**config.mk**
```make
export PLATFORM = sky130hd
export DESIGN_NAME = mem_access_unit
export DESIGN_NICKNAME = d
export VERILOG_FILES = /design/src/rtl/mem_access_unit.sv
export SDC_FILE = /design/constraint.sdc
export NUM_CORES = 1
export LEC_CHECK = 0
export CORE_ASPECT_RATIO = 0.5
export CORE_UTILIZATION = 40
export DETAILED_ROUTE_END_ITERATION = 10
export PLACE_DENSITY = 0.77
export SLEW_MARGIN = 10
export SYNTH_ARGS = -nofsm -noshare
export SYNTH_HDL_FRONTEND = slang
export SYNTH_SLANG_ARGS = --single-unit
export TNS_END_PERCENT = 100
```
**constraint.sdc**
```tcl
create_clock -name clk -period 2.73 [get_ports clk]
set_input_delay 0.273 -clock clk [delete_from_list [all_inputs] [get_ports clk]]
set_output_delay 0.273 -clock clk [all_outputs]
set_load 0.005 [all_outputs]
```
**src/rtl/mem_access_unit.sv**
```systemverilog
// mem_access_unit: load/store sequencer between the pipeline and a simple
// request/acknowledge bus. Handles lane steering, byte enables, load
// extension, misalignment detection and a bounded bus wait with abort.
module mem_access_unit #(
  parameter int unsigned TIMEOUT = 16
) (
  input  logic        clk,
  input  logic        rst_n,
  input  logic        MemRead,
  input  logic        MemWrite,
  input  logic [2:0]  Funct3,
  input  logic [31:0] Addr,
  input  logic [31:0] WriteData,
  output logic        Stall,
  output logic [31:0] ReadData,
  output logic        Misaligned,
  output logic        Timeout,
  output logic        bus_req,
  output logic        bus_we,
  output logic [31:0] bus_addr,
  output logic [31:0] bus_wdata,
  output logic [3:0]  bus_be,
  input  logic        bus_ack,
  input  logic [31:0] bus_rdata
);

  localparam logic [1:0] IDLE = 2'd0;
  localparam logic [1:0] REQ  = 2'd1;
  localparam logic [1:0] DONE = 2'd2;

  localparam logic [7:0] TO_LIMIT = TIMEOUT[7:0];

  logic [1:0]  state_q, state_d;
  logic [31:0] addr_q, addr_d;
  logic [2:0]  funct3_q, funct3_d;
  logic [31:0] wdata_q, wdata_d;
  logic        we_q, we_d;
  logic [7:0]  cnt_q, cnt_d;
  logic [31:0] rdata_q, rdata_d;
  logic        timeout_q, timeout_d;

  logic        req_in, in_b, in_h, aligned, accept, in_req;
  logic        lat_b, lat_h, lat_uns;
  logic [3:0]  be_st;
  logic [31:0] wd_lanes;
  logic [7:0]  ld_byte;
  logic [15:0] ld_half;
  logic [31:0] ld_data;
  logic [7:0]  cnt_inc;

  // Request decode and alignment check on the live inputs in IDLE
  always_comb begin
    req_in  = MemRead | MemWrite;
    in_b    = (Funct3[1:0] == 2'b00);
    in_h    = (Funct3[1:0] == 2'b01);
    // Reserved encodings (011, 110, 111) fall into the word branch.
    aligned = in_b | (in_h & ~Addr[0]) | (~in_b & ~in_h & (Addr[1:0] == 2'b00));
    accept  = (state_q == IDLE) & req_in & aligned;
    in_req  = (state_q == REQ);
  end

  // Store lane steering and load extraction from the latched access
  always_comb begin
    lat_b   = (funct3_q[1:0] == 2'b00);
    lat_h   = (funct3_q[1:0] == 2'b01);
    lat_uns = funct3_q[2];
    if (lat_b) begin
      be_st    = 4'b0001 << addr_q[1:0];
      wd_lanes = {4{wdata_q[7:0]}};
    end else if (lat_h) begin
      be_st    = addr_q[1] ? 4'b1100 : 4'b0011;
      wd_lanes = {2{wdata_q[15:0]}};
    end else begin
      be_st    = 4'b1111;
      wd_lanes = wdata_q;
    end
    case (addr_q[1:0])
      2'd0:    ld_byte = bus_rdata[7:0];
      2'd1:    ld_byte = bus_rdata[15:8];
      2'd2:    ld_byte = bus_rdata[23:16];
      default: ld_byte = bus_rdata[31:24];
    endcase
    ld_half = addr_q[1] ? bus_rdata[31:16] : bus_rdata[15:0];
    if (lat_b)      ld_data = {{24{~lat_uns & ld_byte[7]}}, ld_byte};
    else if (lat_h) ld_data = {{16{~lat_uns & ld_half[15]}}, ld_half};
    else            ld_data = bus_rdata;
  end

  // Outputs; Stall and Misaligned are gated by rst_n so reset clears them at once
  always_comb begin
    Stall      = rst_n & (accept | in_req);
    Misaligned = rst_n & (state_q == IDLE) & req_in & ~aligned;
    Timeout    = timeout_q;
    ReadData   = rdata_q;
    bus_req    = in_req;
    bus_we     = in_req & we_q;
    bus_addr   = in_req ? {addr_q[31:2], 2'b00} : '0;
    bus_be     = in_req ? (we_q ? be_st : 4'b1111) : '0;
    bus_wdata  = (in_req & we_q) ? wd_lanes : '0;
  end

  // Next-state logic: IDLE -> REQ -> DONE -> IDLE, with wait counter abort
  always_comb begin
    state_d   = state_q;
    addr_d    = addr_q;
    funct3_d  = funct3_q;
    wdata_d   = wdata_q;
    we_d      = we_q;
    cnt_d     = cnt_q;
    rdata_d   = rdata_q;
    timeout_d = 1'b0;
    cnt_inc   = cnt_q + 8'd1;
    case (state_q)
      IDLE: begin
        if (accept) begin
          state_d  = REQ;
          addr_d   = Addr;
          funct3_d = Funct3;
          wdata_d  = WriteData;
          we_d     = MemWrite;
          cnt_d    = '0;
        end
      end
      REQ: begin
        // Ack is tested first so an ack on the limiting cycle completes normally.
        if (bus_ack) begin
          if (!we_q) rdata_d = ld_data;
          state_d = DONE;
        end else if (cnt_inc == TO_LIMIT) begin
          cnt_d     = cnt_inc;
          timeout_d = 1'b1;
          rdata_d   = '0;
          state_d   = DONE;
        end else begin
          cnt_d = cnt_inc;
        end
      end
      DONE:    state_d = IDLE;
      default: state_d = IDLE;
    endcase
  end

  // State and datapath registers
  always_ff @(posedge clk or negedge rst_n) begin
    if (!rst_n) begin
      state_q   <= IDLE;
      addr_q    <= '0;
      funct3_q  <= '0;
      wdata_q   <= '0;
      we_q      <= 1'b0;
      cnt_q     <= '0;
      rdata_q   <= '0;
      timeout_q <= 1'b0;
    end else begin
      state_q   <= state_d;
      addr_q    <= addr_d;
      funct3_q  <= funct3_d;
      wdata_q   <= wdata_d;
      we_q      <= we_d;
      cnt_q     <= cnt_d;
      rdata_q   <= rdata_d;
      timeout_q <= timeout_d;
    end
  end

endmodule

```
# After elaboration in Yosys (flattened, before gate mapping)
# Cells that the tools add are included.
[totals]
regBits = 111
out_inout_bits = 105
inputBits = 104
elab_cells = 78
[classes]
n_bitwise = 21
add_sub_neg = 1
muxes = 26
n_shift = 1
n_eq_ne = 10
reduce_logical = 11
[op_table]
columns = ["op", "n"]
rows = [
  ["$mux W32", 9],
  ["$pmux W8 S3", 1],
  ["$mux W4", 5],
  ["$mux W16", 1],
  ["$mux W8", 2],
  ["$pmux W8 S2", 1],
  ["$and A1 B1 Y1", 12],
  ["$logic_not A2 Y1", 5],
  ["$add A8 B1 Y8 const B", 1],
  ["$eq A2 B1 Y1 const B", 4],
  ["$eq A8 B5 Y1 const B", 1],
  ["$mux W2", 3],
  ["$ne A2 B2 Y1 const B", 3],
  ["$reduce_and A3 Y1", 2],
  ["$not A1 Y1", 5],
  ["$or A1 B1 Y1", 4],
  ["$pmux W2 S2", 1],
  ["$reduce_and A2 Y1", 2],
  ["$reduce_bool A2 Y1", 2],
  ["$shl A1 B2 Y4 const A", 1],
  ["$mux W1", 3],
  ["$ne A3 B2 Y1 const B", 1],
  ["$eq A2 B2 Y1 const B", 1],
]

# Logic depth before layout (Yosys ltp)
# Gate-level depths: netlist (run 1).
[logic_depth]
word_depth = 8
mapped_depth = 7
depth_no_buf = 6

# Least setup slack after synthesis (run 1)
# No wires, ideal clock.
[synth_path]
path_kind = "register to register"
from = "register cnt_q[0]"
to = "register rdata_q[12], in the netlist ReadData[12]"
required_ns = 2.582
n_path_buf = 1
setup_time_ns = 0.148
period_less_slack_ns = 1.986
path_slack_ns = 0.744
arrival_time_ns = 1.839
path_stages_with_launch = 8
cell_sequence = "dfrtp_1 ha_1 nand3_2 o21ai_2 nand4_2 nor4_4 buf_6 o22ai_1"
[synth_between]
elab_chain_len = 4
[synth_lines]
columns = ["element", "line", "source"]
rows = [
  ["start: declaration", "38", "logic [7:0] cnt_q, cnt_d;"],
  ["start signal: assignment", "160", "cnt_q <= cnt_d;"],
  ["$add A8 B1 Y8", "112", "cnt_inc = cnt_q + 8'd1;"],
  ["$eq A8 B5 Y1", "129", "end else if (cnt_inc == TO_LIMIT) begin"],
  ["$reduce_bool A2 Y1 (no line)", "n/a", ""],
  ["$reduce_and A3 Y1 (no line)", "n/a", ""],
  ["end signal: assignment", "161", "rdata_q <= rdata_d;"],
  ["end: declaration", "39", "logic [31:0] rdata_q, rdata_d;"],
]
# No other way between the ends.
# A chain may end at the register's enable or synchronous reset.

# Worst setup path after layout (run 1)
[layout_path]
from = "register state_q[1]"
to = "output port bus_wdata[9]"
[layout_between]
elab_chain_len = 3
[layout_lines]
columns = ["element", "line", "source"]
rows = [
  ["start: declaration", "33", "logic [1:0] state_q, state_d;"],
  ["start signal: assignment", "155", "state_q <= state_d;"],
  ["$eq A2 B1 Y1", "59", "in_req = (state_q == REQ);"],
  ["$and A1 B1 Y1", "99", "bus_wdata = (in_req & we_q) ? wd_lanes : '0;"],
  ["$mux W32", "99", ""],
  ["end: declaration", "21", "output logic [31:0] bus_wdata,"],
]
# No other way between the ends.

==> impl_metrics.env, run 1 <==
export IMPL_max_freq_ghz=0.414
export IMPL_grt_pass1_vias=5313
export IMPL_port_buffers=206
export IMPL_rows=30
export IMPL_drt_pass1_iter_count=5
export IMPL_die_width_um=173
export IMPL_outcome="finished clean"
export IMPL_coreArea_um2=13900
export IMPL_grt_pass1_wl_um=27900
export IMPL_critical_path_arrival_ps=2140
export IMPL_die_area_um2=15100
export IMPL_cts_setup_buffers=0
export IMPL_wl_per_cell_um=18.1
export IMPL_final_cells=968
export IMPL_syn_inst=575
export IMPL_synth_distinct_cells=47
export IMPL_hold_path_class="in2async"
export IMPL_nets=877
export IMPL_synth_seq_cells=111
export IMPL_dp_hpwl_um=12800
export IMPL_ir_drop_mv=0.424
export IMPL_wl_um=17500
export IMPL_drive_gt1_frac=0.157
export IMPL_htree_levels=3
export IMPL_yosysWarnings=0
export IMPL_routabilityCongestion=0.867
export IMPL_maxCapViolCount=0
export IMPL_cts_tree="built"
export IMPL_synth_ff_type="dfrtp_1"
export IMPL_p_per_area_nw_per_um2=911
export IMPL_grt_ovfl_total=0
export IMPL_drtIter0Drc=360
export IMPL_viasPerCell=5.42
export IMPL_vias=5249
export IMPL_grt_max_degree=90
export IMPL_cp_end_kind="output pin"
export IMPL_maxSlewHeadroom=0.635
export IMPL_fp_dieH_um=87.5
export IMPL_grt_setup_unrepaired="false"
export IMPL_remaining_drc_errors=0
export IMPL_final_antenna_net_count=0
export IMPL_yosysSeqAreaShare=0.475
export IMPL_syn_area_um2=5840
export IMPL_nFillCells=1154
export IMPL_worstMarginPinSlew_ps=533
export IMPL_period_minus_slack_ps=2420
export IMPL_skew_ps=8.80
export IMPL_post_route_period_util=0.885
export IMPL_cts_sinks=111
export IMPL_ys_async_sr_fraction=1.00
export IMPL_grt_total_usage=0.236
export IMPL_post_cts_resized=0
export IMPL_numCtsBuffers=9
export IMPL_clock_latency_ps=350
export IMPL_pin_count=209
export IMPL_synth_edf_count=0
export IMPL_crit_fanout=25
export IMPL_timing_worst_setup_path_type="reg2out"
export IMPL_start_util=0.421
export IMPL_crit_required_ps=2460
export IMPL_syn_area_per_cell_um2=10.2
export IMPL_antenna_found_initial=0
export IMPL_hold_viol_final=0
export IMPL_p_leak_nw=3.54
export IMPL_cp_start_kind="flip-flop"
export IMPL_slew_violations=0
export IMPL_clk_path_buf_depth=2
export IMPL_syn2layout_area_growth_pct=45.3
export IMPL_finalSetupTns_ps=0
export IMPL_ctsRootBufferMaster="clkbuf_16"
export IMPL_holdBufCountCts=1
export IMPL_clkTransAtPathRegs_ps=70
export IMPL_dpl_cell_count=951
export IMPL_n_antenna_cell=0
export IMPL_setup_viol=0
-- power breakdown --
| part | total (mW) | internal (mW) | switching [mW] | leakage, nW |
|---|---|---|---|---|
| registers | 2.79 | 2.30 | 0.492 | 1.33 |
| clock network | 1.43 | 0.807 | 0.623 | 0.152 |
| logic | 3.51 | 1.99 | 1.52 | 2.06 |
-- flip-flops by register name (all words and copies together), names as in the netlist --
signal,count
funct3_q,3
state_q,2
we_q,1
cnt_q,8
addr_q,32
ReadData,32
wdata_q,32
Timeout,1
-- final timing paths --
check	start	endpoint	slack, ps	cells past startpoint
worst max-delay path	state_q[1]	bus_wdata[9]	310	6
worst min-delay path	rst_n	addr_q[12]	400	2
worst max register to register	cnt_q[0]	ReadData[2]	580	7
worst min register to register	addr_q[24]	addr_q[24]	500	1
max in group asynchronous	rst_n	wdata_q[15]	1560	3
min in group clk	addr_q[24]	addr_q[24]	500	1
-- final cells by class --
cell class,count,area [um2],share of cell area
clock buffer,9,225,0.0265
clock inverter,7,97.6,0.0115
inverter,9,33.8,0.00398
multi-input combinational,412,2840,0.334
sequential,111,2780,0.327
tap,192,240,0.0283
timing repair buffer,228,2280,0.268
-- through the flow --
step / instance area (um2) / setup WS, ps / hold WS [ps] / util / power, mW
final: 8490 / 314 / 398 / 0.611 / 7.73
after global placement: 8160 / 612 / 203 / 0.587 / 6.22
after global routing: 8490 / 142 / 413 / 0.611 / 8.21
after detailed placement: 8160 / 564 / 207 / 0.587 / 6.32
after floorplan: 5850 / 744 / -22.6 / - / 4.61
after CTS: 8490 / 304 / 372 / 0.611 / 7.77
-- cell usage in the layout, fill, tap and decap left out, types with 4 or more instances in the layout --
cell	n
nand3_1	5
nor2_1	61
dfrtp_1	111
and3_1	9
a21oi_1	27
mux2i_1	17
o22ai_1	42
a2111oi_0	5
o22a_1	5
buf_4	18
mux2_2	69
clkdlybuf4s50_1	205
nand2b_1	4
inv_1	9
a31oi_1	4
o311ai_0	5
buf_12	4
nand2_1	63
and2_1	36
mux4_2	8
o21ai_0	21
clkbuf_16	9
-- cells by family after synthesis --
family / Yosys count / synth area share
adder cells (fa/ha/maj): 2 / 0.00428
multiplexers: 94 / 0.193
AO/OA/AOI/OAI: 122 / 0.130
flip-flops: 111 / 0.475
XOR/XNOR: 2 / 0.00300
AND/OR/NAND/NOR: 190 / 0.154
buffers and inverters: 53 / 0.0396
other: 1 / 0.000642
-- cells in the mapped netlist, types with 2 or more instances --
master,count,area [um2]
a2111oi_0,5,43.8
a21oi_1,27,135
a31oi_1,4,25.0
and2_1,36,225
and3_1,9,56.3
buf_1,2,7.51
buf_2,8,40.0
buf_4,2,15.0
buf_6,2,22.5
clkbuf_1,30,113
dfrtp_1,111,2780
ha_1,2,25.0
inv_1,9,33.8
mux2_2,69,777
mux2i_1,17,170
mux4_2,8,180
nand2_1,63,236
nand2b_1,4,25.0
nand3_1,5,25.0
nor2_1,61,229
o21a_1,2,15.0
o21ai_0,21,105
o21ai_2,2,17.5
o21bai_1,2,15.0
o22a_1,5,43.8
o22ai_1,42,263
o311ai_0,5,43.8
or2_2,2,12.5
or3_1,2,12.5
-- per-layer routing --
layer / global-route usage / up-vias / share of wire / wire, um
met5: 0 / - / 0 / 0
met4: 0.0917 / 0 / 0.026 / 461
met3: 0.0423 / 37 / 0.048 / 845
met2: 0.406 / 188 / 0.50 / 8770
met1: 0.300 / 2598 / 0.43 / 7450
li1: - / 2426 / - / -
-- critical path: stages (launching register included) --
cell and delay [ps]:
dfrtp_1 380, nand2b_1 150, inv_1 270, nand2_1 90, buf_4 230, a21oi_1 150, clkdlybuf4s50_1 520
Power figures use the tool's default switching activity.
==> run 2: changes to the inputs <==
Settings changed: ABC_CLOCK_PERIOD_IN_PS set to 2730.
==> results of run 2 <==
No change in the layout: final DEF, timing and power equal those of run 1.
